===== config.mk =====
export PLATFORM = sky130hd
export DESIGN_NAME = classifier_sequencer
export DESIGN_NICKNAME = d
export VERILOG_FILES = /design/src/rtl/classifier_pkg.sv /design/src/rtl/classifier_sequencer_argmax_tracker.sv /design/src/rtl/classifier_sequencer.sv
export SDC_FILE = /design/constraint.sdc
export NUM_CORES = 1
export LEC_CHECK = 0
export ABC_AREA = 1
export ABC_CLOCK_PERIOD_IN_PS = 1900
export CAP_MARGIN = 20
export CELL_PAD_IN_SITES_DETAIL_PLACEMENT = 0
export CELL_PAD_IN_SITES_GLOBAL_PLACEMENT = 1
export CORE_MARGIN = 8
export CORE_UTILIZATION = 38
export CTS_CLUSTER_SIZE = 25
export DETAILED_ROUTE_END_ITERATION = 12
export PLACE_DENSITY_LB_ADDON = 0.3
export SLEW_MARGIN = 10
export SYNTH_ARGS = -nofsm -noshare
export SYNTH_HDL_FRONTEND = slang
export SYNTH_SLANG_ARGS = --single-unit
export TNS_END_PERCENT = 30

===== constraint.sdc =====
create_clock -name clk -period 1.9 [get_ports clk]
set_input_delay 0.38 -clock clk [delete_from_list [all_inputs] [get_ports clk]]
set_output_delay 0.38 -clock clk [all_outputs]
set_load 0.1 [all_outputs]

===== src/rtl/classifier_pkg.sv =====
// Shared types and default sizes for the digit-classifier sequencer.
// The optional WAIT timeout is enabled by defining CLASSIFIER_TIMEOUT_EN.
package classifier_pkg;

  localparam int DEF_NUM_ROWS       = 10;
  localparam int DEF_RESULT_W       = 16;
  localparam int DEF_ROW_SEL_W      = 4;
  localparam int DEF_TIMEOUT_CYCLES = 512;

  typedef enum logic [2:0] {
    S_IDLE,
    S_ISSUE,
    S_WAIT,
    S_COMPARE,
    S_DONE
  } state_t;

  typedef logic signed [DEF_RESULT_W-1:0] score_t;

endpackage


===== src/rtl/classifier_sequencer_argmax_tracker.sv =====
// Running signed maximum and its row index; ties keep the earliest row
// because only a strictly greater score replaces the current best.
module argmax_tracker import classifier_pkg::*; #(
  parameter int RESULT_W = DEF_RESULT_W,
  parameter int IDX_W    = DEF_ROW_SEL_W
) (
  input  logic                       clk,
  input  logic                       n_rst,
  input  logic                       i_clear,
  input  logic                       i_load_valid,
  input  logic [IDX_W-1:0]           i_idx,
  input  logic signed [RESULT_W-1:0] i_score,
  output logic [IDX_W-1:0]           o_best_idx,
  output logic signed [RESULT_W-1:0] o_best_score
);

  logic [IDX_W-1:0]           r_best_idx;
  logic signed [RESULT_W-1:0] r_best_score;
  logic                       w_take;

  // Row 0 always seeds the tracker so stale contents never win.
  assign w_take = i_load_valid && ((i_idx == '0) || (i_score > r_best_score));

  always_ff @(posedge clk) begin
    if (!n_rst || i_clear) begin
      r_best_idx   <= '0;
      r_best_score <= '0;
    end else if (w_take) begin
      r_best_idx   <= i_idx;
      r_best_score <= i_score;
    end
  end

  assign o_best_idx   = r_best_idx;
  assign o_best_score = r_best_score;

endmodule


===== src/rtl/classifier_sequencer.sv =====
// Steps the multiplier through every output row and reports the argmax row.
// Define CLASSIFIER_TIMEOUT_EN to bound each WAIT and flag a stalled multiplier.
module classifier_sequencer import classifier_pkg::*; #(
  parameter int NUM_ROWS       = DEF_NUM_ROWS,
  parameter int RESULT_W       = DEF_RESULT_W,
  parameter int ROW_SEL_W      = DEF_ROW_SEL_W
`ifdef CLASSIFIER_TIMEOUT_EN
  , parameter int TIMEOUT_CYCLES = DEF_TIMEOUT_CYCLES
`endif
) (
  input  logic                 clk,
  input  logic                 n_rst,
  input  logic                 i_start_classify,
  input  logic                 i_done_row,
  input  logic [RESULT_W-1:0]  i_row_result,
  output logic [ROW_SEL_W-1:0] o_row_select,
  output logic                 o_begin_mult,
  output logic                 o_busy,
  output logic                 o_classify_done,
  output logic [ROW_SEL_W-1:0] o_digit,
  output logic [RESULT_W-1:0]  o_max_score,
  output logic                 o_timeout_err
);

  localparam logic [ROW_SEL_W-1:0] ROW_ONE  = ROW_SEL_W'(1);
  localparam logic [ROW_SEL_W-1:0] ROW_LAST = ROW_SEL_W'(NUM_ROWS - 1);

  state_t                     r_state;
  state_t                     w_next;
  logic [ROW_SEL_W-1:0]       r_row;
  logic                       r_done_d;
  logic signed [RESULT_W-1:0] r_cur;
  logic [ROW_SEL_W-1:0]       r_digit;
  logic [RESULT_W-1:0]        r_max_score;
  logic                       w_start;
  logic                       w_edge;
  logic                       w_last;
  logic                       w_timeout;
  logic [ROW_SEL_W-1:0]       w_best_idx;
  logic signed [RESULT_W-1:0] w_best_score;

  assign w_start = (r_state == S_IDLE) && i_start_classify;
  // Only a fresh rising edge counts, so a held or stale done_row is ignored.
  assign w_edge  = i_done_row & ~r_done_d;
  assign w_last  = (r_row == ROW_LAST);

`ifdef CLASSIFIER_TIMEOUT_EN
  localparam int TO_W = $clog2(TIMEOUT_CYCLES + 1);
  localparam logic [TO_W-1:0] TO_ONE   = TO_W'(1);
  localparam logic [TO_W-1:0] TO_LIMIT = TO_W'(TIMEOUT_CYCLES - 1);

  logic [TO_W-1:0] r_wait_cnt;
  logic            r_timeout_err;

  assign w_timeout = (r_state == S_WAIT) && !w_edge && (r_wait_cnt == TO_LIMIT);

  always_ff @(posedge clk) begin
    if (!n_rst) begin
      r_wait_cnt    <= '0;
      r_timeout_err <= 1'b0;
    end else begin
      if (r_state == S_ISSUE)     r_wait_cnt <= '0;
      else if (r_state == S_WAIT) r_wait_cnt <= r_wait_cnt + TO_ONE;
      if (w_start)        r_timeout_err <= 1'b0;
      else if (w_timeout) r_timeout_err <= 1'b1;
    end
  end

  assign o_timeout_err = r_timeout_err;
`else
  assign w_timeout     = 1'b0;
  assign o_timeout_err = 1'b0;
`endif

  always_comb begin
    w_next = r_state;
    case (r_state)
      S_IDLE:    if (i_start_classify) w_next = S_ISSUE;
      S_ISSUE:   w_next = S_WAIT;
      S_WAIT: begin
        if (w_edge)         w_next = S_COMPARE;
        else if (w_timeout) w_next = S_DONE;
      end
      S_COMPARE: w_next = w_last ? S_DONE : S_ISSUE;
      S_DONE:    w_next = S_IDLE;
      default:   w_next = S_IDLE;
    endcase
  end

  always_ff @(posedge clk) begin
    if (!n_rst) begin
      r_state     <= S_IDLE;
      r_row       <= '0;
      r_done_d    <= 1'b0;
      r_cur       <= '0;
      r_digit     <= '0;
      r_max_score <= '0;
    end else begin
      r_state  <= w_next;
      r_done_d <= i_done_row;
      if (w_start)                              r_row <= '0;
      else if (r_state == S_COMPARE && !w_last) r_row <= r_row + ROW_ONE;
      if (r_state == S_WAIT && w_edge) r_cur <= i_row_result;
      if (r_state == S_DONE) begin
        r_digit     <= w_best_idx;
        r_max_score <= w_best_score;
      end
    end
  end

  argmax_tracker #(
    .RESULT_W (RESULT_W),
    .IDX_W    (ROW_SEL_W)
  ) u_argmax (
    .clk          (clk),
    .n_rst        (n_rst),
    .i_clear      (w_start),
    .i_load_valid (r_state == S_COMPARE),
    .i_idx        (r_row),
    .i_score      (r_cur),
    .o_best_idx   (w_best_idx),
    .o_best_score (w_best_score)
  );

  assign o_row_select    = r_row;
  assign o_begin_mult    = (r_state == S_ISSUE);
  assign o_busy          = (r_state != S_IDLE);
  assign o_classify_done = (r_state == S_DONE);
  assign o_digit         = r_digit;
  assign o_max_score     = r_max_score;

endmodule

==> flow_summary.json, run 1 <==
{
  "run_status": "complete, but fails checks",
  "failing_checks": "negative setup slack",
  "hold_class": "flop to flop",
  "grt_max_degree": 40,
  "setup.worst_path.end_class": "flop",
  "p_leak_nw": 1.640,
  "synth-seq-area-share": 0.4408,
  "final.setup_skew_ns": 0.005155,
  "vias": 2588,
  "clk_root_buffer_cell": "sky130_fd_sc_hd__clkbuf_8",
  "h_tree_levels": 3,
  "number_of_warnings_printed_during_yosys_synthesis": 0,
  "floorplan.core_area_sq_um": 7567,
  "post-place-ws_ns": -0.1158,
  "grt_antenna_before_repair": 0,
  "wl_per_cell_microns": 12.91,
  "syn_avg_cell_area_sq_um": 7.510,
  "worst-endpoint-required_ns": 2.13,
  "timing.fmax_mhz": 517.2,
  "drive_above_1_share": 0.2635,
  "power_per_cell_area_nw_per_um2": 869.4,
  "die_h_microns": 103.5,
  "buffer_ports.inserted": 46,
  "flow.area_growth_from_synthesis_pct": 40.77,
  "report.final.hold_viol_count": 0,
  "synth-seq-cells": 64,
  "via_density_per_instance": 4.740,
  "grtUsageTotal": 0.1414,
  "row_count": 32,
  "cts.sink_count": 64,
  "critPathArrivalTime_ns": 2.16,
  "die_x_extent_microns": 103.5,
  "grt_remaining_overflow": 0,
  "n_fill_cell": 739,
  "cts-buffers-inserted": 9,
  "detailedRoute.firstIterationViolations": 88,
  "slew_violations": 0,
  "critical_path_peak_fanout": 6,
  "drt_drc_violations_left": 0,
  "period_minus_slack_ns": 1.933,
  "postSynthNetCount": 426,
  "grt_setup_unrepaired": "true",
  "postRouteAntennaNets": 0,
  "drt_wl_total_mm": 7.049,
  "utilization": 0.5407,
  "latest_clock_arrival_within_the_worst_skew_pair_ns": 0.33,
  "final_power_mw": 3.557,
  "vdd_drop_max_uv": 830.0,
  "dp_hpwl_mm": 4.786,
  "ioPinCount": 48,
  "grt_pass1_wl_mm": 11.72,
  "vias_in_the_first_global_route": 2523,
  "worst-slew-pin-transition_ns": 0.6873,
  "cts_tree": "built",
  "drv_cap": 0,
  "initial_utilization": 0.3841,
  "criticalPathCategory": "flop to flop",
  "design.die.area_sq_um": 10700,
  "syn_inst": 387,
  "post_cts_hold_buffer_count": 0,
  "final_nets": 478,
  "number_of_buffers_on_the_longest_clock_path": 2,
  "netlist_area_pre_place_sq_um": 2907,
  "gp_congestion": 0.7704,
  "insertedDiodeCount": 0,
  "cp-start-kind": "flop",
  "clk_transition_reported_paths_ns": 0.07,
  "max-slew-margin-rel": 0.5413,
  "finalSetupViolations": 11,
  "synth_cell_types": 29,
  "postLayoutSetupSlackWorst_ns": -0.03348,
  "detailedRoute.firstPassIterationCount": 4,
  "final_min_period_over_clock_period": 1.018
}
[sequential cells by signal (all words and copies together), names as in the netlist]
signal	count
r_state	3
o_digit	4
r_cur	16
r_done_d	1
o_max_score	16
o_row_select	4
u_argmax.o_best_idx	4
u_argmax.o_best_score	16
[Yosys cell counts (all sizes together)]
master / number / area (sq um)
nor3: 5 / 36.29
a21o: 1 / 7.510
nand4: 2 / 12.51
o21ai: 37 / 185.2
clkbuf: 12 / 45.04
buf: 9 / 72.57
conb: 1 / 3.750
xor2: 1 / 8.760
a211oi: 1 / 7.510
nand2: 51 / 193.9
dfxtp: 64 / 1281
inv: 54 / 202.7
o21a: 1 / 7.510
nor2: 40 / 150.1
nand3: 24 / 120.1
nor4: 2 / 12.51
a311oi: 1 / 8.760
a21oi: 58 / 290.3
o22ai: 1 / 6.260
clkinv: 1 / 3.750
ha: 19 / 237.7
or2: 2 / 12.52
[cells by family after synthesis]
logic type,after synthesis,synth area share
simple gates,126,0.1851
flops,64,0.4408
other cells,1,0.001290
fa+ha+maj,19,0.08179
compound gates,100,0.1765
buf+inv,76,0.1115
xor+xnor,1,0.003014
[layout by cell type (no fill, tap or decap), types with 5 or more instances in the layout]
master,instances
sky130_fd_sc_hd__inv_2,7
sky130_fd_sc_hd__a21oi_2,12
sky130_fd_sc_hd__clkbuf_8,10
sky130_fd_sc_hd__buf_4,23
sky130_fd_sc_hd__nand2_2,5
sky130_fd_sc_hd__ha_1,9
sky130_fd_sc_hd__nor2_1,38
sky130_fd_sc_hd__nand3_1,22
sky130_fd_sc_hd__buf_12,17
sky130_fd_sc_hd__nand2_1,45
sky130_fd_sc_hd__clkdlybuf4s50_1,19
sky130_fd_sc_hd__o21ai_0,33
sky130_fd_sc_hd__dfxtp_1,48
sky130_fd_sc_hd__dfxtp_2,16
sky130_fd_sc_hd__ha_4,10
sky130_fd_sc_hd__inv_1,47
sky130_fd_sc_hd__a21oi_1,46
[final timing paths]
path,from,end,slack [ns],cells after the start
worst max-delay path,u_argmax.o_best_score[15]$_SDFFE_PP0P_,u_argmax.o_best_idx[1]$_SDFFE_PP0P_,-0.03,15
worst min-delay path,u_argmax.o_best_score[4]$_SDFFE_PP0P_,u_argmax.o_best_score[4]$_SDFFE_PP0P_,0.47,2
worst max register to register,u_argmax.o_best_score[15]$_SDFFE_PP0P_,u_argmax.o_best_idx[1]$_SDFFE_PP0P_,-0.03,15
worst min register to register,u_argmax.o_best_score[4]$_SDFFE_PP0P_,u_argmax.o_best_score[4]$_SDFFE_PP0P_,0.47,2
[per-stage QoR]
stage / hold slack, ns / cells / TNS, ns / cell area (sq um)
3_3_place_gp: 0.4615 / 524 / -1.652 / 3608
5_1_grt: 0.4923 / 546 / -2.589 / 4091
2_1_floorplan: 0.4463 / 387 / -0.1410 / 2919
6_report: 0.4697 / 546 / -0.1963 / 4091
3_5_place_dp: 0.4653 / 524 / -1.728 / 3608
4_1_cts: 0.4769 / 543 / -0.2164 / 3884
[where the power goes]
part | internal, mW | leakage (nW) | total, mW | switching [mW]
registers | 1.41 | 0.525 | 1.47 | 0.0541
logic | 0.454 | 1.03 | 1.09 | 0.638
clock network | 0.501 | 0.0899 | 0.998 | 0.497
[per-layer routing]
metal / global-route usage / share of wire / vias to the layer above
li1: - / - / 1362
met2: 0.2377 / 0.48 / 42
met5: 0 / 0 / -
met1: 0.1701 / 0.46 / 1173
met3: 0.02811 / 0.039 / 11
met4: 0.06340 / 0.014 / 0
[timing repair]
| action | CTS | global route |
|---|---|---|
| gates cloned | 1 | 1 |
| endpoints found under the setup margin | 21 | 21 |
| pin swaps | 2 | 13 |
| resized for setup | 15 | 44 |
| buffers inserted | 2 | 4 |
[critical path, stage by stage, from the launching register on]
cell	delay, ns
sky130_fd_sc_hd__dfxtp_2	0.34
sky130_fd_sc_hd__inv_2	0.05
sky130_fd_sc_hd__ha_4	0.26
sky130_fd_sc_hd__nand4_1	0.18
sky130_fd_sc_hd__inv_1	0.09
sky130_fd_sc_hd__nand2_1	0.06
sky130_fd_sc_hd__nand2_2	0.07
sky130_fd_sc_hd__inv_1	0.04
sky130_fd_sc_hd__nand2_1	0.06
sky130_fd_sc_hd__nand2_1	0.06
sky130_fd_sc_hd__nand2_2	0.07
sky130_fd_sc_hd__nand2_4	0.07
sky130_fd_sc_hd__buf_12	0.14
sky130_fd_sc_hd__clkbuf_16	0.15
sky130_fd_sc_hd__a21oi_2	0.12
sky130_fd_sc_hd__nor2_1	0.05
[final cells by class]
class,instances,area (sq um),area share
well taps,102,127.6,0.03119
inverters,55,211.5,0.05168
clock buffers,12,145.1,0.03547
repair buffers,62,767.0,0.1875
multi-input cells,247,1519,0.3713
flip-flops and latches,64,1301,0.3180
clock inverters,4,20.02,0.004893
(Power assumes the default switching activity.)
==> run 2: changes to the inputs <==
--- a/config.mk
+++ b/config.mk
@@ -6,12 +6,12 @@
 export NUM_CORES = 1
 export LEC_CHECK = 0
 export ABC_AREA = 1
-export ABC_CLOCK_PERIOD_IN_PS = 1900
+export ABC_CLOCK_PERIOD_IN_PS = 2300
 export CAP_MARGIN = 20
 export CELL_PAD_IN_SITES_DETAIL_PLACEMENT = 0
 export CELL_PAD_IN_SITES_GLOBAL_PLACEMENT = 1
 export CORE_MARGIN = 8
-export CORE_UTILIZATION = 38
+export CORE_UTILIZATION = 41
 export CTS_CLUSTER_SIZE = 25
 export DETAILED_ROUTE_END_ITERATION = 12
 export PLACE_DENSITY_LB_ADDON = 0.3
==> constraint.sdc (replaced) <==
create_clock -name clk -period 2.3 [get_ports clk]
set_input_delay 0.46 -clock clk [delete_from_list [all_inputs] [get_ports clk]]
set_output_delay 0.46 -clock clk [all_outputs]
set_load 0.1 [all_outputs]
==> run 2 against run 1 <==
Net effect: largest cell class unchanged; clock skew rose by 0.0010 ns; worst setup slack improved by 0.30 ns; die area fell by 6.2%; the run now ends clean; wire length fell by 5.1%; final cell count fell by 2.7%; power fell by 15%; first-iteration DRC count fell by 22%; sequential share of layout area rose by 3.6 points; worst hold slack improved by 0.0040 ns; register-to-register slack improved by 0.37 ns; combinational power fell by 36%.
==> flow_summary.json, run 2 (synthesis results as in run 1) <==
{
  "timing.hold.worst_path_depth": 2,
  "ioPinCount": 48,
  "final_nets": 469,
  "design.die.area_sq_um": 10040,
  "ff_latch_area_sq_um": 1281,
  "vias_in_the_first_global_route": 2395,
  "h_tree_levels": 3,
  "most_common_cell_after_layout_fill_and_taps_aside": "sky130_fd_sc_hd__dfxtp_1",
  "initial_utilization": 0.4255,
  "grt_max_degree": 43,
  "hold_slack_ns": 0.4737,
  "multi_input_comb_area_sq_um": 1306,
  "die_x_extent_microns": 100.2,
  "final_min_period_over_clock_period": 0.8844,
  "flow.area_growth_from_synthesis_pct": 24.58,
  "post-cts-setup-buffers": 0,
  "most-common-layout-cells": "sky130_fd_sc_hd__dfxtp_1 (64), sky130_fd_sc_hd__a21oi_1 (58), sky130_fd_sc_hd__inv_1 (52)",
  "die_h_microns": 100.2,
  "vias": 2529,
  "number_of_buffers_on_the_longest_clock_path": 2,
  "clk_root_buffer_cell": "sky130_fd_sc_hd__clkbuf_8",
  "power_per_cell_area_nw_per_um2": 831.5,
  "detailedRoute.firstPassIterationCount": 4,
  "n_fill_cell": 681,
  "floorplan.core_area_sq_um": 6832,
  "cts.sink_count": 64,
  "latest_clock_arrival_within_the_worst_skew_pair_ns": 0.34,
  "wl_per_cell_microns": 12.60,
  "drt_wl_total_mm": 6.691,
  "critPathArrivalTime_ns": 1.57,
  "timing.fmax_mhz": 491.6,
  "post-place-ws_ns": 0.3357,
  "setup.worst_path.end_class": "output port",
  "grt_antenna_before_repair": 0,
  "final.setup_skew_ns": 0.006193,
  "hold_class": "flop to flop",
  "period_minus_slack_ns": 2.034,
  "detailedRoute.firstIterationViolations": 69,
  "critical_path_peak_fanout": 14,
  "max-slew-margin-rel": 0.5264,
  "vdd_drop_max_uv": 676.0,
  "criticalPathCategory": "flop to output port",
  "drt_drc_violations_left": 0,
  "dp_hpwl_mm": 4.577,
  "drive_above_1_share": 0.1264,
  "cp-start-kind": "flop",
  "run_status": "finished clean",
  "drv_cap": 0,
  "worst-slew-pin-transition_ns": 0.7097,
  "report.final.hold_viol_count": 0,
  "row_count": 30,
  "slew_violations": 0,
  "dpl.cell_count": 515,
  "grt_setup_unrepaired": "false",
  "via_density_per_instance": 4.763,
  "tns_ns": 0,
  "clk_transition_reported_paths_ns": 0.07,
  "grtUsageTotal": 0.1409,
  "r2r.worst_path.cells": 14,
  "finalSetupViolations": 0,
  "worst-endpoint-required_ns": 1.84,
  "gp_congestion": 0.7594,
  "p_leak_nw": 1.504,
  "insertedDiodeCount": 0,
  "cts-buffers-inserted": 9,
  "final_power_mw": 3.011,
  "grt_remaining_overflow": 0,
  "buffer_ports.inserted": 46,
  "cts_tree": "built",
  "layoutNonFillerInstCount": 531,
  "postRouteAntennaNets": 0,
  "grt_pass1_wl_mm": 11.17,
  "postLayoutSetupSlackWorst_ns": 0.2659
}
==> run 2: cell types whose count changed in the layout (fill, tap and decap cells not counted), moves of 10 or more <==
cell,delta
sky130_fd_sc_hd__a21oi_1,+12
sky130_fd_sc_hd__ha_4,-10
sky130_fd_sc_hd__ha_1,+10
sky130_fd_sc_hd__buf_12,-15
sky130_fd_sc_hd__a21oi_2,-12
sky130_fd_sc_hd__dfxtp_1,+16
sky130_fd_sc_hd__dfxtp_2,-16
==> run 2: repair_timing <==
| item | in CTS | in global routing |
|---|---|---|
| setup endpoints to repair | 0 | 1 |
| gates resized for setup | 0 | 1 |
| hold buffers | 0 | 0 |
==> run 2: area by class of cell <==
type,count,area share
multi-input combinational,247,0.3607
sequential,64,0.3538
timing repair buffer,53,0.1299
inverter,55,0.05805
clock buffer,14,0.04769
tap,96,0.03317
clock inverter,2,0.01659
==> run 2: per-stage QoR <==
stage / cell area [sq um] / util
global placement: 3385 / 0.4954
floorplan: 2912 / -
global route: 3621 / 0.5300
CTS: 3617 / 0.5295
detailed placement: 3385 / 0.4954
finish: 3621 / 0.5300
==> run 2: critical path: stages (launching register included) <==
cell,delay [ns]
sky130_fd_sc_hd__dfxtp_1,0.39
sky130_fd_sc_hd__nor2_1,0.07
sky130_fd_sc_hd__nand2_1,0.19
sky130_fd_sc_hd__clkinvlp_4,0.32
sky130_fd_sc_hd__buf_12,0.27
==> run 2: final timing paths <==
path,from,endpoint,slack (ns)
hold / removal,r_cur[8]$_SDFFE_PN0P_,r_cur[8]$_SDFFE_PN0P_,0.47
hold reg to reg,r_cur[8]$_SDFFE_PN0P_,r_cur[8]$_SDFFE_PN0P_,0.47
setup / recovery,r_state[1]$_SDFFE_PN0P_,o_classify_done,0.27
setup reg to reg,u_argmax.o_best_score[15]$_SDFFE_PP0P_,u_argmax.o_best_score[8]$_SDFFE_PP0P_,0.34
==> run 2: power by group <==
part           switching [mW]  total [mW]  internal, mW
registers              0.0337        1.20          1.16
clock network           0.418        1.12         0.701
logic                   0.453       0.694         0.241
==> run 2: layer usage <==
metal	wire, microns	GRT usage
met1	3401	0.1726
met2	2928	0.2215
met3	250	0.03875
met4	110	0.06977
met5	0	0
